[config.mk]
export PLATFORM = sky130hd
export DESIGN_NAME = imem_ctrl
export DESIGN_NICKNAME = d
export VERILOG_FILES = /design/src/rtl/imem_pkg.sv /design/src/rtl/imem_arb.sv /design/src/rtl/imem_ctrl.sv
export SDC_FILE = /design/constraint.sdc
export NUM_CORES = 1
export LEC_CHECK = 0
export CAP_MARGIN = 20
export CORE_MARGIN = 8
export CORE_UTILIZATION = 25
export CTS_BUF_LIST = sky130_fd_sc_hd__clkbuf_8
export DETAILED_ROUTE_END_ITERATION = 8
export GPL_ROUTABILITY_DRIVEN = 1
export HOLD_SLACK_MARGIN = 0.06
export PLACE_DENSITY = 0.89
export SLEW_MARGIN = 20
export SYNTH_ARGS = -nofsm -noshare
export SYNTH_HDL_FRONTEND = slang
export SYNTH_SLANG_ARGS = --single-unit
[constraint.sdc]
create_clock -name clk -period 1.8 [get_ports clk]
set_input_delay 0.27 -clock clk [delete_from_list [all_inputs] [get_ports clk]]
set_output_delay 0.27 -clock clk [all_outputs]
set_load 0.02 [all_outputs]
[src/rtl/imem_pkg.sv]
// Shared types and defaults for the instruction-memory controller.
// Holds the default widths and the controller state encoding.
package imem_pkg;

  localparam int IMEM_ADDR_W     = 10;
  localparam int IMEM_DATA_W     = 32;
  localparam int IMEM_MAX_STREAK = 4;

  typedef enum logic [1:0] {
    BOOT  = 2'd0,
    RUN   = 2'd1,
    FLUSH = 2'd2
  } imem_ctrl_state_t;

endpackage

[src/rtl/imem_arb.sv]
// Run-mode arbiter between the loader and the fetch port.
// Ports: clk, rst, run (arbitrate enable), fetch_req, load_req in;
// fetch_gnt, load_gnt out (combinational, at most one high).
module imem_arb #(
  parameter int MAX_STREAK = 4
) (
  input  logic clk,
  input  logic rst,
  input  logic run,
  input  logic fetch_req,
  input  logic load_req,
  output logic fetch_gnt,
  output logic load_gnt
);

  localparam int SW = $clog2(MAX_STREAK + 1);
  localparam logic [SW-1:0] SMAX = SW'(MAX_STREAK);

  logic [SW-1:0] streak;
  logic          starve;

  // Loader wins unless the waiting fetch has been passed over too often.
  assign starve    = fetch_req && (streak == SMAX);
  assign fetch_gnt = run && fetch_req && (starve || !load_req);
  assign load_gnt  = run && load_req && !starve;

  // Only run-mode grants count; boot-time loads never build a streak.
  always_ff @(posedge clk or posedge rst) begin
    if (rst) begin
      streak <= '0;
    end else if (run) begin
      if (fetch_gnt || !fetch_req)
        streak <= '0;
      else if (load_gnt && streak != SMAX)
        streak <= streak + 1'b1;
    end
  end

endmodule

[src/rtl/imem_ctrl.sv]
// Instruction-memory controller: boot loader, fetch/load arbitration.
// Ports: fetch req/gnt/rvalid/rdata, loader req/gnt, single-port
// memory (mem_*, 1-cycle read), boot_done once the image is loaded.
module imem_ctrl
  import imem_pkg::*;
#(
  parameter int ADDR_W     = IMEM_ADDR_W,
  parameter int DATA_W     = IMEM_DATA_W,
  parameter int MAX_STREAK = IMEM_MAX_STREAK
) (
  input  logic              clk,
  input  logic              rst,
  input  logic              fetch_req,
  input  logic [ADDR_W-1:0] fetch_addr,
  output logic              fetch_gnt,
  output logic              fetch_rvalid,
  output logic [DATA_W-1:0] fetch_rdata,
  input  logic              load_req,
  input  logic [ADDR_W-1:0] load_addr,
  input  logic [DATA_W-1:0] load_wdata,
  input  logic              load_last,
  output logic              load_gnt,
  output logic              mem_en,
  output logic              mem_we,
  output logic [ADDR_W-1:0] mem_addr,
  output logic [DATA_W-1:0] mem_wdata,
  input  logic [DATA_W-1:0] mem_rdata,
  output logic              boot_done
);

  imem_ctrl_state_t state, state_nxt;
  logic [ADDR_W-1:0] wcnt, wcnt_nxt;
  logic              run;
  logic              arb_fgnt, arb_lgnt;
  logic              rvalid_q;

  assign run = !rst && (state == RUN);

  imem_arb #(
    .MAX_STREAK(MAX_STREAK)
  ) u_arb (
    .clk      (clk),
    .rst      (rst),
    .run      (run),
    .fetch_req(fetch_req),
    .load_req (load_req),
    .fetch_gnt(arb_fgnt),
    .load_gnt (arb_lgnt)
  );

  always_comb begin
    state_nxt = state;
    wcnt_nxt  = wcnt;
    fetch_gnt = 1'b0;
    load_gnt  = 1'b0;
    unique case (state)
      BOOT: begin
        load_gnt = !rst && load_req;
        if (load_gnt) begin
          wcnt_nxt = wcnt + 1'b1;
          // Counter wrap means every word has been written.
          if (load_last || (wcnt == '1)) begin
            state_nxt = RUN;
            wcnt_nxt  = '0;
          end
        end
      end
      RUN: begin
        fetch_gnt = arb_fgnt;
        load_gnt  = arb_lgnt;
        if (load_gnt && load_last)
          state_nxt = FLUSH;
      end
      FLUSH: state_nxt = RUN;
      default: state_nxt = BOOT;
    endcase
  end

  always_ff @(posedge clk or posedge rst) begin
    if (rst) begin
      state    <= BOOT;
      wcnt     <= '0;
      rvalid_q <= 1'b0;
    end else begin
      state    <= state_nxt;
      wcnt     <= wcnt_nxt;
      rvalid_q <= fetch_gnt;
    end
  end

  assign mem_en    = fetch_gnt || load_gnt;
  assign mem_we    = load_gnt;
  assign mem_addr  = load_gnt  ? load_addr  :
                     fetch_gnt ? fetch_addr : '0;
  assign mem_wdata = load_gnt  ? load_wdata : '0;

  assign fetch_rvalid = rvalid_q;
  assign fetch_rdata  = rvalid_q ? mem_rdata : '0;
  assign boot_done    = (state != BOOT);

endmodule

==> flow_summary.toml, run 1 <==
[run_status]
status = "finished, violations left"
violations = "negative setup slack"

[logic_synthesis]
synth_cell_type_count = 34
synth-seq-cells = 16
yosysWarnings = 0
syn-instance-count = 172
syn-mean-instance-area_sq_um = 8.10
mappedNetlistNets = 264
async_flop_share_pct = 100
ys_top_cells_by_area = "dfrtp_1, and2_1, nor2b_1"
synth_edf_count = 0
synth_flop_cell = "dfrtp_1"
yosys-top-cells-count = "and2_1, nor2b_1, dfrtp_1"
synth_top_area_cell = "dfrtp_1"
syn_area_sq_mm = 0.00139
ys_seq_area_share_pct = 28.7
netlist.area_leader.share_pct = 28.7

[placed_design]
portBuffers = 168
hpwl_um = 6760
post-place-cells = 420
gp_congestion = 0.834

[sta]
whs_ns = 0.165
setup_violations = 44
fin_crit_ns = 2.08
drv_slew = 0
fin_crit_sh_pct = 115
fmax_ghz = 0.481
slew_headroom_pct = 75.6
rsz0062_at_grt = "yes"
finalHoldViolCount = 0
worstMarginPinSlew_ns = 0.366
fin_tns_setup_ns = -9.41
clock_skew_ns = 0.00293
finalWorstSetupSlack_ns = -0.279

[critical_path]
slowest_stage = "dfrtp_2"
arrival_ns = 1.81
cp_top_family = "simple AND/OR/NAND/NOR gates"
crit_required_ns = 1.53
critical_path.startpoint_type = "flop"
critPathLaunch = "state[0]"
path_cells = "nor4b_4, a31oi_4, buf_6, buf_16, nor2b_1, buf_4"
cp-end-kind = "primary output"
timing.rr.start = "state[1]"
max_stage_delay_ns = 0.45
worst-setup-path-type = "reg -> out"
cp_max_fo = 15
path_buf_inv = 3

[detailed_routing]
drt_iter0_markers = 61
firstDrtPassIters = 4
wirelength_um = 8870
drt_drc_violations_left = 0
via_per_inst = 4.67
dr_total_vias = 2022
postRouteAntennaNets = 0
post_drt_wl_per_cell_um = 20.5

[layout]
drive_above_1_share_pct = 31.0
area_growth_pct = 157
fin_util_pct = 65.7
nets = 455
instances_no_fill = 433
antenna_cells = 0

[floorplanning]
design.die.area_sq_mm = 0.00822
io_pins = 169
fp.coreArea_sq_mm = 0.00544
row_count = 27
dieHeight_um = 90.7
fp.dieW_um = 90.7
initial_core_util_pct = 25.6

[power_and_ir_drop]
power_density_mw_per_mm2 = 770
clkPwrFrac_pct = 10.2
pwr-share-seq_pct = 19.3
netSwitchingFraction_pct = 41.6
p_switching_mw = 1.15
combPwrFrac_pct = 70.5
ir_drop_mv = 0.730
p_int_mw = 1.61
leakage_nw = 1.73

[clock_network]
h-tree-depth = 1
hold_buffers = 0
cts_buffers = 3
clock_path_buffers = 2
clock-root-buffer = "clkbuf_8"
insertion_delay_ns = 0.26
path_clk_slew_ns = 0.07
cts_tree = "built"
cts_sinks = 16

[grt]
track_usage_pct = 18.5
grt_pass1_wl_um = 11900
grt.overflow.total = 0
grt_max_degree = 34
grt_pass1_vias = 1993
antenna_found_initial = 0

[job]
max_cap_violations = 0

[min_path]
hold_class = "in -> async"
-- cell type report --
class,count,area [sq um]
inverter,4,17.5
clock buffer,3,41.3
timing repair buffer,196,1930
multi-input combinational,142,1100
fill,427,1860
tap,72,90.1
sequential,16,403
-- worst reg2reg max path, stage by stage, from the launching register on --
cell,delay (ns)
dfrtp_2,0.46
buf_4,0.17
or4b_4,0.58
buf_6,0.16
nor2_1,0.09
buf_4,0.16
nor2_1,0.06
-- cell usage in the layout, fill, tap and decap left out, drive strengths merged, types with 2 or more instances in the layout --
master          n
and2           32
a31oi           3
clkbuf          4
nor3b           2
nand3           7
and3            2
o21ai           4
ha              3
xor2            4
dlygate4sd2    34
and4            4
buf            73
xnor2           3
nor2           10
nand2          14
nor4            2
nor2b          32
a22o           10
dfrtp          16
inv             4
clkdlybuf4s50  87
-- per-stage QoR --
step / setup WS (ns) / cell area, sq um / power (mW)
floorplan: -0.00497 / 1430 / 1.26
global placement: -0.793 / 3320 / 2.12
detailed placement: -0.862 / 3320 / 2.16
CTS: -0.232 / 3310 / 2.47
global route: -0.342 / 3580 / 2.89
finish: -0.279 / 3580 / 2.75
-- state kept, by name (all words and copies together) (netlist names) --
signal / flops
fetch_rvalid: 1
u_arb.streak: 3
state: 2
wcnt: 10
-- per-layer routing --
layer	wire (um)	up-vias	global-route usage (%)
met3	485	11	4.24
met2	5000	94	36.5
met5	0	-	0
li1	-	952	-
met4	112	0	4.72
met1	3270	965	18.7
-- path summary, 6_finish.rpt --
| kind | slack (ns) | endpoint | depth (start not counted) |
|---|---|---|---|
| worst max-delay path | -0.28 | mem_wdata[22] | 6 |
| worst min-delay path | 0.16 | state[0] | 2 |
| worst max register to register | 0.03 | wcnt[9] | 6 |
| worst min register to register | 0.53 | wcnt[1] | 2 |
| max in group asynchronous | 1.20 | state[1] | 3 |
| min in group clk | 0.52 | state[1] | 3 |
-- power by group through the flow --
stage | Clock (mW) | Sequential (mW) | Combinational, mW
2_1_floorplan | 0 | 0.512 | 0.749
3_3_place_gp | 0 | 0.515 | 1.61
3_5_place_dp | 0 | 0.521 | 1.64
4_1_cts | 0.282 | 0.518 | 1.67
5_1_grt | 0.293 | 0.541 | 2.06
6_report | 0.281 | 0.532 | 1.94
-- kinds of logic after synthesis --
| group | count (synthesis) | synth area share, % |
|---|---|---|
| AND/OR/NAND/NOR | 112 | 48.7 |
| multiplexers | 1 | 0.808 |
| buffers and inverters | 14 | 4.67 |
| flip-flops | 16 | 28.7 |
| adder cells (fa/ha/maj) | 3 | 2.69 |
| AO/OA/AOI/OAI | 19 | 10.1 |
| XOR/XNOR | 7 | 4.40 |
-- repair_timing --
item	4_1_cts	5_1_grt
endpoints found under the setup margin	87	54
endpoints found under the hold margin	0	0
gates resized for setup	269	67
pin swaps	7	6
buffers inserted	6	3
cloned	1	1
No activity file was read; power rests on OpenSTA's default activity.
==> run 2: changes to the inputs <==
REMOVE_ABC_BUFFERS = 1   (was unset)
==> run 2 against run 1 <==
  * The run still ends with negative setup slack left
  * Core utilization decreased by 0.67 points
  * Total power fell by 0.91%
  * Setup slack got worse by 0.018 ns
  * Die area did not move
  * Critical path depth increased by 2
  * Critical path type unchanged
  * Largest power group unchanged
==> flow_summary.toml, run 2 (synthesis gave the netlist of run 1 again) <==
[critical_path]
worst-setup-path-type = "reg -> out"
slowest_stage = "dfrtp_1"
timing.rr.start = "state[1]"
path_buf_inv = 4
max_stage_delay_ns = 0.41
cp_max_fo = 12
cp-end-kind = "primary output"
critPathLaunch = "u_arb.streak[0]"
crit_required_ns = 1.53
arrival_ns = 1.83
crit_top_cell = "buf_6"
cp_top_family = "buffers and inverters"
critical_path.startpoint_type = "flop"
path_cells = "inv_2, ha_4, nand3_4, a31oi_4, inv_1, buf_6, a22o_1, buf_6"

[floorplanning]
fp.dieW_um = 90.7
design.die.area_sq_mm = 0.00822
dieHeight_um = 90.7
initial_core_util_pct = 25.6
fp.coreArea_sq_mm = 0.00544
row_count = 27
io_pins = 169

[clock_network]
clock_path_buffers = 2
path_clk_slew_ns = 0.07
clock-root-buffer = "clkbuf_8"
cts_tree = "built"
h-tree-depth = 1
hold_buffers = 0
cts_sinks = 16
insertion_delay_ns = 0.26
cts_buffers = 3

[sta]
drv_slew = 0
setup_violations = 47
worstMarginPinSlew_ns = 0.348
fin_crit_sh_pct = 116
finalWorstSetupSlack_ns = -0.297
finalHoldViolCount = 0
slew_headroom_pct = 76.7
whs_ns = 0.417
fin_crit_ns = 2.10
clock_skew_ns = 0.00707
rsz0062_at_grt = "yes"
fmax_ghz = 0.477

[power_and_ir_drop]
p_total_mw = 2.73
power_density_mw_per_mm2 = 771
p_int_mw = 1.55
ir_drop_mv = 0.593
leakage_nw = 1.92
clkPwrFrac_pct = 12.2
netSwitchingFraction_pct = 43.2
pwr-share-seq_pct = 20.1
p_switching_mw = 1.18
combPwrFrac_pct = 67.7

[detailed_routing]
post_drt_wl_per_cell_um = 21.5
via_per_inst = 4.71
drt_iter0_markers = 76
firstDrtPassIters = 4
drt_drc_violations_left = 0
dr_total_vias = 2043
postRouteAntennaNets = 0
wirelength_um = 9340

[layout]
antenna_cells = 0
instances_no_fill = 434
top_register = "wcnt"
stdcell_area_sq_mm = 0.00354
area_growth_pct = 154
final_cell_mix = "clkdlybuf4s50_1, and2_1, buf_4"
final_common_cell = "clkdlybuf4s50_1"
largest_register_ff_count = 10
reg_top3 = "wcnt x10, u_arb.streak x3, state x2"
nets = 455
drive_above_1_share_pct = 30.1

[grt]
antenna_found_initial = 0
grt_pass1_vias = 2066
grt_max_degree = 34
grt_pass1_wl_um = 12400
grt.overflow.total = 0
track_usage_pct = 19.2

[placed_design]
portBuffers = 168
hpwl_um = 6800
post-place-cells = 419
gp_congestion = 0.865
postPlaceCellArea_sq_mm = 0.00327

[run_status]
violations = "negative setup slack"
status = "finished, violations left"

[job]
max_cap_violations = 0

[min_path]
hold_class = "in -> async"
## run 2: changes by cell type in the layout (fill, tap and decap cells not counted), sizes merged
cell / previous run / this run
clkbuf: 4 / 6
dlymetal6s2s: 1 / 14
clkdlybuf4s50: 87 / 86
and3: 2 / 3
dlygate4sd2: 34 / 23
buf: 73 / 70
## run 2: stage by stage
stage | TNS [ns] | worst slack (ns) | utilization [%]
CTS | -5.98 | -0.211 | 60.4
floorplan | -48.17 | -1.76 | -
global placement | -30.90 | -0.667 | 60.2
global route | -12.70 | -0.347 | 65.1
finish | -10.05 | -0.297 | 65.1
detailed placement | -33.47 | -0.743 | 60.2
## run 2: path summary, 6_finish.rpt
path,cells past startpoint,slack [ns],endpoint
min in group clk,2,0.57,wcnt[9]
min,4,0.42,fetch_rvalid
min reg2reg,2,0.57,wcnt[9]
max in group asynchronous,4,1.24,wcnt[9]
max,8,-0.30,mem_addr[2]
max reg2reg,5,-0.05,wcnt[8]
## run 2: final cells by class
type / instances / area (sq um)
flip-flops and latches: 16 / 403
well taps: 72 / 90.1
repair buffers: 195 / 1840
fillers: 403 / 1900
inverters: 4 / 15.0
clock buffers: 4 / 55.1
multi-input cells: 143 / 1140
## run 2: what timing repair did
action	in CTS	in global routing
cloned	1	1
gates resized for setup	248	58
pin swaps	5	2
setup endpoints to repair	71	69
setup buffers	7	3
## run 2: power groups by stage
stage               Sequential [mW]  Combinational [mW]  Clock [mW]
floorplan                     0.512               0.685           0
global placement              0.511                1.53           0
detailed placement            0.519                1.57           0
CTS                           0.526                1.60       0.328
global route                  0.559                1.94       0.346
finish                        0.548                1.85       0.333
## run 2: worst register-to-register path, stage by stage (launching register included)
cell and delay, ns:
dfrtp_2 0.47, buf_4 0.16, or4b_4 0.53, nor4_4 0.31, xnor2_1 0.19, nor2_2 0.06
## run 2: per-layer routing
metal | track usage (%) | wire (um) | up-vias
met5 | 0 | 0 | -
met4 | 3.61 | 210 | 0
met1 | 20.5 | 3450 | 951
met2 | 37.0 | 5110 | 115
li1 | - | - | 956
met3 | 4.41 | 573 | 21
==> run 3: changes to the inputs <==
CORE_UTILIZATION = 24   (was 25)
CTS_BUF_LIST = unset   (was sky130_fd_sc_hd__clkbuf_8)
PLACE_DENSITY = 0.86   (was 0.89)
==> run 3 against run 2 <==
  * The run still ends with negative setup slack left
  * Clock skew shrank 0.0062 ns
  * First-iteration DRC count is 33% higher
  * Largest power group unchanged
  * Cell area fell by 1.9%
  * Routed wire length fell by 14%
  * Non-clock buffer count decreased by 1
  * Fmax up 8.9%
  * Cell count shrank 0.69%
  * Clock power shrank 23%
  * Die area rose by 3.4%
==> flow_summary.toml, run 3 (synthesis gave the netlist of run 1 again) <==
[run_status]
status = "finished, violations left"
violations = "negative setup slack"

[clock_network]
clock_path_buffers = 2
insertion_delay_ns = 0.24
cts_tree = "built"
h-tree-depth = 1
hold_buffers = 0
cts_sinks = 16
path_clk_slew_ns = 0.06
cts_buffers = 3
clock-root-buffer = "clkbuf_8"

[critical_path]
timing.rr.start = "state[1]"
slowest_stage = "dfrtp_1"
path_cells = "inv_2, ha_4, nand3_4, a31oi_4, inv_4, a22o_1, buf_6"
r2r_slack_ns = -0.05
cp-end-kind = "primary output"
r2r_cells = 7
arrival_ns = 1.66
crit_required_ns = 1.53
reg2reg_to = "wcnt[6]"
worst-setup-path-type = "reg -> out"
max_stage_delay_ns = 0.38
critical_path.startpoint_type = "flop"
cp_max_fo = 12

[sta]
worstMarginPinSlew_ns = 0.312
finalHoldViolCount = 0
setup_violations = 50
drv_slew = 0
fin_crit_sh_pct = 107
rsz0062_at_grt = "yes"
fin_tns_setup_ns = -4.03
slew_headroom_pct = 79.2
finalWorstSetupSlack_ns = -0.125
fin_crit_ns = 1.93
whs_ns = 0.305
fmax_ghz = 0.519
clock_skew_ns = 0.000822

[power_and_ir_drop]
leakage_nw = 1.77
p_switching_mw = 1.04
power_density_mw_per_mm2 = 717
ir_drop_mv = 0.542
netSwitchingFraction_pct = 41.7
p_int_mw = 1.45
pwr-share-seq_pct = 21.3
clkPwrFrac_pct = 10.3
p_total_mw = 2.49
combPwrFrac_pct = 68.4

[layout]
area_growth_pct = 149
nets = 453
antenna_cells = 0
num-fill-cells = 490
largest_register_ff_count = 10
top_register = "wcnt"
final_common_cell = "clkdlybuf4s50_1"
final_cell_mix = "clkdlybuf4s50_1, buf_4, and2_1"
drive_above_1_share_pct = 29.8
seqCellArea_sq_um = 403
reg_top3 = "wcnt x10, u_arb.streak x3, state x2"
multi_input_area_sq_mm = 0.00107

[detailed_routing]
drt_drc_violations_left = 0
via_per_inst = 4.50
dr_total_vias = 1940
post_drt_wl_per_cell_um = 18.6
postRouteAntennaNets = 0
drt_iter0_markers = 101
wirelength_um = 8020
firstDrtPassIters = 4

[floorplanning]
row_count = 27
fp.coreArea_sq_mm = 0.00557
io_pins = 169
dieHeight_um = 92.2
initial_core_util_pct = 25.0
fp.dieW_um = 92.2
design.die.area_sq_mm = 0.00850

[grt]
grt.overflow.total = 0
track_usage_pct = 16.9
grt_pass1_wl_um = 11200
grt_max_degree = 34
grt_pass1_vias = 1887
antenna_found_initial = 0

[placed_design]
hpwl_um = 6630
place_ws_ns = -0.791
gp_congestion = 0.941
portBuffers = 168

[job]
max_cap_violations = 0

[min_path]
hold_class = "in -> async"
[run 3: layout make-up]
type	count	share of cell area (%)
Tap cell	72	2.59
Sequential cell	16	11.6
Multi-Input combinational cell	142	30.8
Clock buffer	3	1.19
Timing Repair Buffer	194	53.3
Inverter	4	0.504
[run 3: worst max-delay path, delay by kind of cell (launching register included)]
kind | cells | cell delay (ns)
compound gates | 2 | 0.47
buf+inv | 3 | 0.33
simple gates | 1 | 0.08
flops | 1 | 0.38
fa+ha+maj | 1 | 0.14
[run 3: power groups by stage]
stage | Combinational [mW] | Clock [mW] | Sequential (mW)
2_1_floorplan | 0.685 | 0 | 0.512
4_1_cts | 1.63 | 0.270 | 0.519
3_3_place_gp | 1.58 | 0 | 0.507
6_report | 1.70 | 0.258 | 0.529
5_1_grt | 1.81 | 0.296 | 0.541
3_5_place_dp | 1.61 | 0 | 0.514
[run 3: per-layer routing]
layer  track usage (%)  vias up  part of all wire (%)
li1                  -      950                     -
met4              2.82        0                   1.3
met1              16.8      900                    35
met5                 0        -                     0
met3              6.11       10                   7.9
met2              32.8       80                    56
[run 3: how the worst max path moves through the flow]
stage | cells past startpoint | endpoint | start | slack [ns]
finish | 7 | mem_addr[0] | u_arb.streak[1] | -0.13
global route | 5 | mem_wdata[6] | state[1] | -0.21
CTS | 5 | mem_addr[6] | state[1] | -0.12
detailed placement | 6 | mem_wdata[31] | rst | -0.79
global placement | 6 | mem_wdata[18] | rst | -0.76
floorplan | 6 | mem_addr[0] | u_arb.streak[0] | -1.76
[run 3: timing repair]
action                                  CTS  global route
pin swaps                                11            14
gates cloned                              0             0
endpoints found under the setup margin   75            66
setup buffers                             4             4
resized for setup                       281            46
[run 3: stage by stage]
step	std cells	cell area [sq um]	util, %
after detailed placement	421	3290	59.0
final	431	3470	62.3
after floorplan	162	1340	-
after global routing	431	3470	62.3
after global placement	421	3290	59.0
after CTS	427	3300	59.3
==> RTL change 1 (flow settings as in run 3) <==
Make the reset (`rst`) synchronous in 2 clocked blocks.
--- a/src/rtl/imem_arb.sv
+++ b/src/rtl/imem_arb.sv
@@ -25,7 +25,7 @@
   assign load_gnt  = run && load_req && !starve;
 
   // Only run-mode grants count; boot-time loads never build a streak.
-  always_ff @(posedge clk or posedge rst) begin
+  always_ff @(posedge clk) begin
     if (rst) begin
       streak <= '0;
     end else if (run) begin
--- a/src/rtl/imem_ctrl.sv
+++ b/src/rtl/imem_ctrl.sv
@@ -76,7 +76,7 @@
     endcase
   end
 
-  always_ff @(posedge clk or posedge rst) begin
+  always_ff @(posedge clk) begin
     if (rst) begin
       state    <= BOOT;
       wcnt     <= '0;
Formal check against the unedited RTL: differs if rst is asserted again (counterexample within 4 cycles, from zero or initial values and one cycle with rst high); with rst held inactive, the same outputs for 10 cycles.
==> RTL change 1 against run 3 <==
- final area is 2.1% higher
- area after synthesis is 1.6% lower
- largest cell class unchanged
- routed wire length is 8.9% lower
- setup slack worse by 29 ps
- die area is 1.3% lower
- sequential cell count stayed put
- the flow still finishes with violations (setup timing)
- final cell count is 0.46% lower
- register-to-register slack better by 280 ps
- clock skew is 3.5 ps higher
- first-iteration DRC count is 55% lower
- critical path type unchanged
Power is not compared: it rests on default switching activity, and its combinational part moved more than twofold at a synthesized area within 25%.
==> RTL change 1: results (changes against run 3) <==
Capture point of the critical path -> mem_addr[9]
Post-Synth Adder-Cell Area -> 2.74% (+0.044 points)
Vias in the first global route -> 2,044 (+8.3%)
Async SR Flop Fraction -> 0% (-100 points)
Final setup slack of the worst path -> -154 ps (-28.7 ps)
Final #Nets -> 450 (-0.66%)
Met1 usage in global routing -> 14.4% (-2.4 points)
Compound-cell area share of the yosys netlist -> 15.1% (+5.0 points)
Status -> finished with violations
Met3 layer wire length in the routed design -> 977 µm (+54%)
Most numerous cell types in the synthesized netlist -> 64 x sky130_fd_sc_hd__and2_1, 16 x sky130_fd_sc_hd__dfxtp_1, 10 x sky130_fd_sc_hd__a22o_1, 10 x sky130_fd_sc_hd__nor2_1, 7 x sky130_fd_sc_hd__xor2_1
Seq/Total Area, Yosys -> 23.4% (-5.4 points)
Multiplexer share of the synthesized area -> 0% (-0.81 points)
Capturing point of the worst reg2reg path -> wcnt[2]
First-pass GRT wire length -> 10,500 µm (-6.2%)
DR iter-0 viols -> 45 (-55%)
Layout cells sized above 1 -> 30.3% (+0.45 points)
Setup Viol. Count Final -> 44 (-12%)
HPWL reported at the end of detailed placement -> 5990 µm (-9.7%)
Final weighted congestion in routability-driven placement -> 0.891 (-5.3%)
Post-placement worst setup slack -> -688 ps (+103 ps)
Met3 usage in global routing -> 8.97% (+2.9 points)
Per-cell routed wire length -> 17.0 µm (-8.4%)
Main area contributors after synthesis -> sky130_fd_sc_hd__and2_1 29%, sky130_fd_sc_hd__dfxtp_1 23%, sky130_fd_sc_hd__a22o_1 6.4%, sky130_fd_sc_hd__xor2_1 4.5%, sky130_fd_sc_hd__ha_1 2.7%
Dominant register cell in the synthesized netlist -> sky130_fd_sc_hd__dfxtp_1
WL met1 -> 2730 µm (-2.1%)
Worst reg2reg path startpoint -> wcnt[0]
Amount of wire on met2 after detailed routing -> 3510 µm (-22%)
Worst R2R Setup Slack -> 230 ps (+280 ps)
Largest net degree at the start of global routing -> 36 (+5.9%)
Met2 routing resource usage after global routing -> 26.8% (-6.0 points)
Xor-xnor portion of the synthesized cell area -> 5.11% (+0.71 points)
Worst-case clock skew -> 4.36 ps (+3.54 ps)
Post-synthesis average cell area -> 7.88 µm² (-2.7%)
Type of the tightest min-delay check -> reg2reg
Violations in the final reports -> setup timing
Ratio of routed vias to standard cells -> 4.61 (+2.3%)
Setup TNS -> -4500 ps (-466 ps)
Post-CTS Repair Setup Buffers -> 1 (-3)
Slew at the pin closest to its max-slew limit -> 418 ps (+106 ps)
-- RTL change 1: area by class of cell --
class | count | area, µm² | area share [%]
Tap cell | 72 | 90.1 | 2.54
Sequential cell | 16 | 324 | 9.14
Timing Repair Buffer | 190 | 2010 | 56.7
Clock buffer | 4 | 55.1 | 1.55
Inverter | 6 | 22.5 | 0.635
Multi-Input combinational cell | 141 | 1040 | 29.5
-- RTL change 1: stage by stage --
stage                     hold WS (ps)  area [µm²]
after global routing               555        3550
after global placement             493        3240
after detailed placement           503        3240
after CTS                          530        3350
final                              526        3550
after floorplan                    339        1300
-- RTL change 1: critical path: stages, from the launching register on --
cell and delay, ps:
sky130_fd_sc_hd__dfxtp_2 330, sky130_fd_sc_hd__inv_2 70, sky130_fd_sc_hd__ha_4 150, sky130_fd_sc_hd__a31oi_4 90, sky130_fd_sc_hd__a21o_4 260, sky130_fd_sc_hd__buf_12 150, sky130_fd_sc_hd__a22o_1 220, sky130_fd_sc_hd__buf_2 150
==> RTL change 2 (config.mk and constraints of run 3) <==
Without the edit above. `IMEM_MAX_STREAK`: 4 -> 8.
--- a/src/rtl/imem_pkg.sv
+++ b/src/rtl/imem_pkg.sv
@@ -4,7 +4,7 @@
 
   localparam int IMEM_ADDR_W     = 10;
   localparam int IMEM_DATA_W     = 32;
-  localparam int IMEM_MAX_STREAK = 4;
+  localparam int IMEM_MAX_STREAK = 8;
 
   typedef enum logic [1:0] {
     BOOT  = 2'd0,
Formal check against the unedited RTL: not equivalent (Yosys sat finds a counterexample within 10 cycles, from zero or initial values and one cycle with rst high).
==> RTL change 2 against run 3 <==
- setup slack got worse by 250 ps
- sequential cell count is 1 higher
- global-route usage fell by 2.2 points
- the flow still finishes with violations (setup timing)
- first-iteration DRC count down 68%
- largest power group unchanged
- core utilization down 2.3 points
- non-clock buffer count increased by 7
- area after synthesis rose by 12%
- routed wire length increased by 7.8%
- critical path type unchanged
- register-to-register slack improved by 150 ps
- total power up 12%
- synthesized cell count up 8.1%
- final area grew 9.2%
- combinational power up 16%
- fmax shrank 11%
==> RTL change 2: results (changes against run 3) <==
Post-CTS Repair Setup Buffers -> 3 (-1)
Vias in the first global route -> 2,030 (+7.6%)
Violations in the final reports -> setup timing
Most numerous cell types in the synthesized netlist -> 66 x sky130_fd_sc_hd__and2_1, 17 x sky130_fd_sc_hd__dfrtp_1, 12 x sky130_fd_sc_hd__nand2_1
Portion of the layout cell area used by clock cells -> 1.19% (about the same)
WL met1 -> 3090 µm (+11%)
Post-synthesis average cell area -> 8.37 µm² (+3.3%)
Slew at the pin closest to its max-slew limit -> 349 ps (+37.4 ps)
Final setup slack of the worst path -> -372 ps (-247 ps)
First-pass GRT wire length -> 10,700 µm (-4.0%)
Power of the sequential group -> 525 µW (-0.8%)
Syn Std Cell Area -> 1560 µm² (+12%)
Count of non-CTS buffers in the layout -> 201 (+3.6%)
Number of signal-net inverters in the final layout -> 5 (+1)
Final Non-Filler Cells -> 455 (+5.6%)
Seq/Total Area, Yosys -> 27.3% (-1.4 points)
Switching power share of the total -> 38.5% (-3.2 points)
Overall fraction of global-route tracks in use -> 14.7% (-2.2 points)
Max IR drop VDD -> 0.000466 V (-14%)
Clock buffer cells -> 4 (+1)
Worst R2R Setup Slack -> 100 ps (+150 ps)
Met3 layer wire length in the routed design -> 833 µm (+31%)
Status -> finished with violations
Multi-input gate share of the layout cell area -> 29.3% (-1.5 points)
Seq_cells -> 17 (+1)
Met2 routing resource usage after global routing -> 26.9% (-5.9 points)
Count of multi-input gates -> 151 (+6.3%)
DR iter-0 viols -> 32 (-68%)
Cell Count Post-Placement -> 445 (+5.7%)
Ratio of routed vias to standard cells -> 4.64 (+3.0%)
Number of distinct standard cells referenced by the synthesized netlist -> 39 (+15%)
Cell Area, Placed -> 3480 µm² (+5.7%)
Number of cell instances on the worst register-to-register path -> 4 (-3)
Cell type of the slowest stage on the worst timing path -> sky130_fd_sc_hd__or4b_4
Number of instances resized during post-cts repair -> 316 (+12%)
Final weighted congestion in routability-driven placement -> 0.845 (-10%)
Final #Nets -> 471 (+4.0%)
Non-Filler Cell Area, Final -> 3790 µm² (+9.2%)
Setup Viol. Count Final -> 46 (-8.0%)
Fraction of power consumed by combinational cells -> 70.8% (+2.4 points)
Static Leakage -> 1.96 nW (+10%)
Detailed-router iteration count before antenna repair -> 5 (+1)
Met1 usage in global routing -> 16.7% (-0.13 points)
Post-placement worst setup slack -> -911 ps (-120 ps)
## RTL change 2: cell count changes in the layout (fill, tap and decap cells not counted), sizes merged, moves of 4 or more
cell and delta:
a21oi +4, and2 +34, buf +5, nor2 -5
nor2b -32, o21ai +8, xor2 -4
## RTL change 2: final timing paths
| kind | start | endpoint |
|---|---|---|
| min in group clk | wcnt[8] | wcnt[8] |
| min reg2reg | wcnt[8] | wcnt[8] |
| min | rst | wcnt[3] |
| max | state[1] | mem_addr[7] |
| max reg2reg | state[1] | wcnt[3] |
| max in group asynchronous | rst | wcnt[9] |
## RTL change 2: through the flow
stage                     hold slack [ps]  setup TNS, ps  total power, mW
after floorplan                       204         -13900             1.21
after global placement                523         -37930             2.13
after detailed placement              530         -39450             2.17
after CTS                             268         -14870             2.66
after global routing                  312         -16310             2.94
final                                 277         -14060             2.79
